### config.mk
export PLATFORM = sky130hd
export DESIGN_NAME = frame_buf_arbiter
export DESIGN_NICKNAME = d
export VERILOG_FILES = /design/src/rtl/frame_buf_pkg.sv /design/src/rtl/fb_read_pipe.sv /design/src/rtl/frame_buf_arbiter.sv
export SDC_FILE = /design/constraint.sdc
export NUM_CORES = 1
export LEC_CHECK = 0
export CORE_UTILIZATION = 44
export DETAILED_ROUTE_END_ITERATION = 8
export HOLD_SLACK_MARGIN = 0.06
export PLACE_DENSITY = 0.86
export SYNTH_ARGS = -nofsm -noshare
export SYNTH_HDL_FRONTEND = slang
export SYNTH_SLANG_ARGS = --single-unit
### constraint.sdc
create_clock -name clk -period 4.5 [get_ports clk]
set_clock_uncertainty 0.05 [all_clocks]
set_input_delay 0.9 -clock clk [delete_from_list [all_inputs] [get_ports clk]]
set_output_delay 0.9 -clock clk [all_outputs]
set_load 0.005 [all_outputs]
### src/rtl/frame_buf_pkg.sv
// Shared frame-buffer constants and arbiter state encoding.
package frame_buf_pkg;

    localparam int unsigned FB_ADDR_W       = 15;
    localparam int unsigned FB_DATA_W       = 24;
    localparam int unsigned FB_DEPTH        = 16;
    localparam int unsigned FB_STARVE_LIMIT = 8;
    localparam logic [23:0] FB_CLEAR_COLOR  = 24'h000000;

    typedef enum logic {
        ST_CLEAR = 1'b0,
        ST_IDLE  = 1'b1
    } fb_state_t;

endpackage

### src/rtl/fb_read_pipe.sv
// Two-stage valid shift register tracking display reads through the
// registered address stage and the one-cycle RAM read latency.
module fb_read_pipe (
    input  logic clk,
    input  logic rst,
    input  logic grant,
    output logic valid
);

    logic stage1;

    // Shift the grant two cycles; reset flushes any read in flight.
    always_ff @(posedge clk) begin
        if (!rst) begin
            stage1 <= 1'b0;
            valid  <= 1'b0;
        end else begin
            stage1 <= grant;
            valid  <= stage1;
        end
    end

endmodule

### src/rtl/frame_buf_arbiter.sv
// Single-port frame buffer arbiter: display reads, game-logic writes and a
// built-in clear engine share one RAM port with starvation protection.
module frame_buf_arbiter
    import frame_buf_pkg::*;
#(
    parameter int unsigned       ADDR_W       = FB_ADDR_W,
    parameter int unsigned       DATA_W       = FB_DATA_W,
    parameter int unsigned       DEPTH        = FB_DEPTH,
    parameter logic [DATA_W-1:0] CLEAR_COLOR  = DATA_W'(FB_CLEAR_COLOR),
    parameter int unsigned       STARVE_LIMIT = FB_STARVE_LIMIT
) (
    input  logic              clk,
    input  logic              rst,
    input  logic              disp_req,
    input  logic [ADDR_W-1:0] disp_addr,
    output logic              disp_valid,
    output logic [DATA_W-1:0] disp_data,
    output logic              disp_miss,
    input  logic              wr_req,
    input  logic [ADDR_W-1:0] wr_addr,
    input  logic [DATA_W-1:0] wr_data,
    output logic              wr_ack,
    output logic              wr_err,
    input  logic              clear_start,
    output logic              busy,
    output logic              clear_done,
    output logic [ADDR_W-1:0] mem_address,
    output logic [DATA_W-1:0] mem_data,
    output logic              mem_wren,
    input  logic [DATA_W-1:0] mem_q
);

    localparam int unsigned       SC_W      = $clog2(STARVE_LIMIT + 1);
    localparam logic [SC_W-1:0]   SC_MAX    = SC_W'(STARVE_LIMIT);
    localparam logic [ADDR_W-1:0] LAST_ADDR = ADDR_W'(DEPTH - 1);
    localparam logic [ADDR_W-1:0] DEPTH_A   = ADDR_W'(DEPTH);

    fb_state_t         state, state_next;
    logic [ADDR_W-1:0] clr_cnt, clr_cnt_next;
    logic [SC_W-1:0]   starve_cnt;
    logic              done_pend;

    logic starved_grant;
    logic disp_grant;
    logic clear_grant;
    logic wr_grant;
    logic clear_last;

    assign disp_data = mem_q;

    // Per-cycle arbitration and next-state. wr_ack high means the current
    // request was already served, so it is never granted twice.
    always_comb begin
        state_next    = state;
        clr_cnt_next  = clr_cnt;
        clear_grant   = 1'b0;
        wr_grant      = 1'b0;
        clear_last    = 1'b0;
        starved_grant = (state == ST_IDLE) && wr_req && !wr_ack &&
                        !clear_start && (starve_cnt == SC_MAX);
        disp_grant    = disp_req && !starved_grant;

        case (state)
            ST_CLEAR: begin
                clear_grant = !disp_grant;
                if (clear_grant) begin
                    if (clr_cnt == LAST_ADDR) begin
                        clear_last = 1'b1;
                        state_next = ST_IDLE;
                    end else begin
                        clr_cnt_next = clr_cnt + ADDR_W'(1);
                    end
                end
            end
            ST_IDLE: begin
                if (clear_start) begin
                    state_next   = ST_CLEAR;
                    clr_cnt_next = '0;
                end else begin
                    wr_grant = starved_grant ||
                               (wr_req && !wr_ack && !disp_grant);
                end
            end
            default: begin
                state_next   = ST_CLEAR;
                clr_cnt_next = '0;
            end
        endcase
    end

    // State, clear counter and clear status flags.
    always_ff @(posedge clk) begin
        if (!rst) begin
            state      <= ST_CLEAR;
            clr_cnt    <= '0;
            busy       <= 1'b1;
            done_pend  <= 1'b0;
            clear_done <= 1'b0;
        end else begin
            state      <= state_next;
            clr_cnt    <= clr_cnt_next;
            done_pend  <= clear_last;
            clear_done <= done_pend;
            busy       <= (state_next == ST_CLEAR) || clear_last;
        end
    end

    // Consecutive cycles a pending write has lost to the display.
    always_ff @(posedge clk) begin
        if (!rst) begin
            starve_cnt <= '0;
        end else if (!wr_req || wr_grant || wr_ack) begin
            starve_cnt <= '0;
        end else if ((state == ST_IDLE) && disp_grant && (starve_cnt != SC_MAX)) begin
            starve_cnt <= starve_cnt + SC_W'(1);
        end
    end

    // Registered memory port and writer/display handshake outputs.
    always_ff @(posedge clk) begin
        if (!rst) begin
            mem_address <= '0;
            mem_data    <= '0;
            mem_wren    <= 1'b0;
            wr_ack      <= 1'b0;
            wr_err      <= 1'b0;
            disp_miss   <= 1'b0;
        end else begin
            mem_wren  <= 1'b0;
            wr_ack    <= 1'b0;
            wr_err    <= 1'b0;
            disp_miss <= starved_grant && disp_req;
            if (wr_grant) begin
                mem_address <= wr_addr;
                mem_data    <= wr_data;
                mem_wren    <= (wr_addr < DEPTH_A);
                wr_ack      <= 1'b1;
                wr_err      <= (wr_addr >= DEPTH_A);
            end else if (disp_grant) begin
                mem_address <= disp_addr;
            end else if (clear_grant) begin
                mem_address <= clr_cnt;
                mem_data    <= CLEAR_COLOR;
                mem_wren    <= 1'b1;
            end
        end
    end

    fb_read_pipe u_read_pipe (
        .clk   (clk),
        .rst   (rst),
        .grant (disp_grant),
        .valid (disp_valid)
    );

endmodule

==> qor.csv <==
stage,metric,value,unit
grt,first-pass GRT wire length,12900,um
route,Iteration-0 DRC Markers,180,
worst_setup_path,Worst setup EP type,flip-flop,
clock_tree,clk_lat worst skew,0.34,ns
worst_setup_path,"Slowest-stage cell, CP",and4bb_1,
route,Total Routed Length,8130,um
worst_setup_path,Crit. Startpoint,clear_start,
synth,share of synthesized flip-flops with an asynchronous set or reset,0,%
synth,"Cell Area, Synth",3120,sq um
synth,"Avg Cell Area, Syn",9.26,sq um
floorplan,Die X,86.2,um
sta,Final Hold Fails,0,
sta,fin crit share,72.1,%
final_layout,"commonest non-fill, non-tap cell in the layout",clkdlybuf4s50_1,
worst_setup_path,critical path type,in -> reg,
clock_tree,Num CTS Buffers,9,
worst_setup_path,crit path buf inv count,1,
grt,GR peak layer,met2,
sta,Setup WS post-layout,1.25,ns
clock_tree,Sink Count,68,
synth,register area share after synthesis,43.6,%
placed_design,pre-CTS worst setup slack,0.929,ns
min_path,Hold Startpoint,mem_data[17]$_SDFFE_PN0P_,
synth,ys flop type,dfxtp_1,
sta,Slew headroom,11.9,%
final_layout,Inserted Diodes,0,
clock_tree,TritonCTS clock tree,done,
worst_setup_path,critical path's top delay family,compound AO/OA/AOI/OAI gates,
clock_tree,Longest Clk Path Bufs,2,
worst_setup_path,Slowest Stage Delay on Critical Path,0.94,ns
placed_design,gpl congestion,0.849,
grt,initial antenna violation count,0,
synth,Gate Count Post-Synth,337,
worst_setup_path,crit-path max FO,19,
floorplan,# IOs,153,
synth,Synth Register Bits,68,
clock_tree,Root Buffer,clkbuf_8,
sta,max-slew violations,0,
worst_setup_path,WP data required,4.68,ns
clock_tree,Hold Buf Count CTS,0,
final_layout,Final Non-Filler Cells,509,
synth,Synthesis Warnings,0,
power_and_ir_drop,Peak VDD IR,0.000168,V
synth,"area leader, netlist",dfxtp_1,
worst_setup_path,Crit path arrival time,3.43,ns
synth,Post-synth EDFFs,0,
sta,Setup TNS,0,ns
route,Post-DRT Antenna Nets,0,
synth,Netlist cell types,42,
floorplan,Initial Util,45.7,%
grt,All-Layer GR Usage,21.9,%
sta,post-layout minimum cycle time,3.25,ns
floorplan,Rows,30,
clock_tree,Post-CTS Resized,0,
floorplan,die area,7430,sq um
run_status,outcome,completed,
synth,syn nets,423,
grt,met1 usage,27.5,%
floorplan,core area,6830,sq um
sta,fmax,308,MHz
grt,met3 GRT Util,6.19,%
route,DRC errors left,0,
route,drt pass-1 iters,5,
grt,gr ovfl total,0,
clock_tree,# Post-CTS Setup Buffers,0,
placed_design,post-detail-place hpwl,5800,um
worst_setup_path,CP Cell Sequence,clkdlybuf4s50_1 -> and4bb_1 -> a21oi_2 -> a31o_2 -> a22o_1,
grt,GRT met2 Usage,36.1,%
route,Vias,2897,
route,vias per inst,5.69,
power_and_ir_drop,PD cells,291,nW/um^2
synth,post-synth top area share,43.6,%
grt,largest net degree at the start of global routing,20,
sta,RSZ-0062 raised after global routing,false,
final_layout,fin nets,494,
final_layout,layout cells sized above 1,7.99,%
worst_setup_path,Startpoint Class,input pin,
synth,Area contributors post-synth,"dfxtp_1 44%, buf_4 5.8%, a22o_1 5.3%, a22oi_1 5.3%, mux2_2 4.0%",
power_and_ir_drop,Lkg Pwr,1.46,nW
sta,measured slew at the worst slew-check pin,1.31,ns
final_layout,Synth-to-Final Area Change,34.5,%
placed_design,IO buf count,104,
placed_design,Placed Instances,493,
floorplan,Vert. Die Dim,86.2,um
worst_setup_path,FF-to-FF Start,state$_SDFF_PN0_,
flow_run,max_cap viols,0,
final_layout,"commonest cells after routing, fill and taps aside","104 x clkdlybuf4s50_1, 68 x dfxtp_1, 22 x a22oi_1",
grt,number of global-route vias before repair,2768,
sta,final setup fails,0,
clock_tree,H-tree depth,3,
route,wire per inst,16.0,um
min_path,min-delay worst type,reg -> reg,
clock_tree,Clock transition at path regs,0.08,ns
-- worst reg2reg max path, stage by stage, from the launching register on --
cell and delay, ns:
dfxtp_1 0.53, and4bb_1 0.89, a21oi_2 0.40, a31o_2 0.44, a22o_1 0.28
-- cells in the mapped netlist (4+ instances only) --
cell and n:
nor3_1 8, nor2_1 17, nor4_1 8, o21ai_0 15, buf_4 24, dfxtp_1 68, buf_2 7, a22oi_1 22
nand3_1 15, a21o_1 4, nand4_1 7, xnor2_1 8, nand2_1 20, mux2_2 11, o2bb2ai_1 4, inv_1 8
a22o_1 19, a21oi_1 18, or3_1 6, clkbuf_1 12, mux2i_1 5
-- stage by stage --
| step | total power [mW] | utilization (%) | hold WS (ns) | instance area (sq um) |
|---|---|---|---|---|
| floorplan | 0.678 | - | 0.362 | 3120 |
| global placement | 0.736 | 58.6 | 0.392 | 4010 |
| detailed placement | 0.737 | 58.6 | 0.404 | 4010 |
| CTS | 1.22 | 61.4 | 0.418 | 4200 |
| global route | 1.26 | 61.4 | 0.423 | 4200 |
| finish | 1.22 | 61.4 | 0.421 | 4200 |
-- worst paths after layout --
kind                          endpoint  slack [ns]  depth (start not counted)
max           mem_data[1]$_SDFFE_PN0P_        1.25                          5
min          mem_data[17]$_SDFFE_PN0P_        0.42                          2
max reg2reg   mem_data[1]$_SDFFE_PN0P_        1.81                          4
min reg2reg  mem_data[17]$_SDFFE_PN0P_        0.42                          2
-- per-layer routing --
layer | vias up | wire, um
met5 | - | 0
met4 | 0 | 95
met3 | 13 | 675
met2 | 147 | 3860
met1 | 1380 | 3500
li1 | 1357 | -
-- sequential cells by signal, indices dropped and copies added, names as in the netlist --
register	cells
mem_data	24
u_read_pipe.stage1	1
clr_cnt	15
clear_done	1
mem_address	15
wr_ack	1
done_pend	1
disp_miss	1
busy	1
u_read_pipe.valid	1
starve_cnt	4
wr_err	1
mem_wren	1
state	1
-- cell type report --
type | instances | area, sq um
clock buffer | 10 | 128
clock inverter | 6 | 63.8
fill | 584 | 2630
inverter | 8 | 30.0
multi-input combinational | 216 | 1450
sequential | 68 | 1360
tap | 96 | 120
timing repair buffer | 105 | 1050
-- power breakdown --
group | internal (mW) | switching [mW]
logic | 0.0655 | 0.0425
clock network | 0.256 | 0.240
registers | 0.610 | 0.00640
-- logic make-up (layout without fill, tap and decap cells) --
family          count (synthesis)  count (layout)  share of synthesized area (%)
compound gates                 95              95                           21.3
xor+xnor                        9               9                           2.53
fa+ha+maj                       3               3                           1.20
buf+inv                        53             129                           10.0
flops                          68              68                           43.6
mux                            16              16                           5.57
simple gates                   93              93                           15.8
Note: power is estimated with default switching activity, not from simulation.
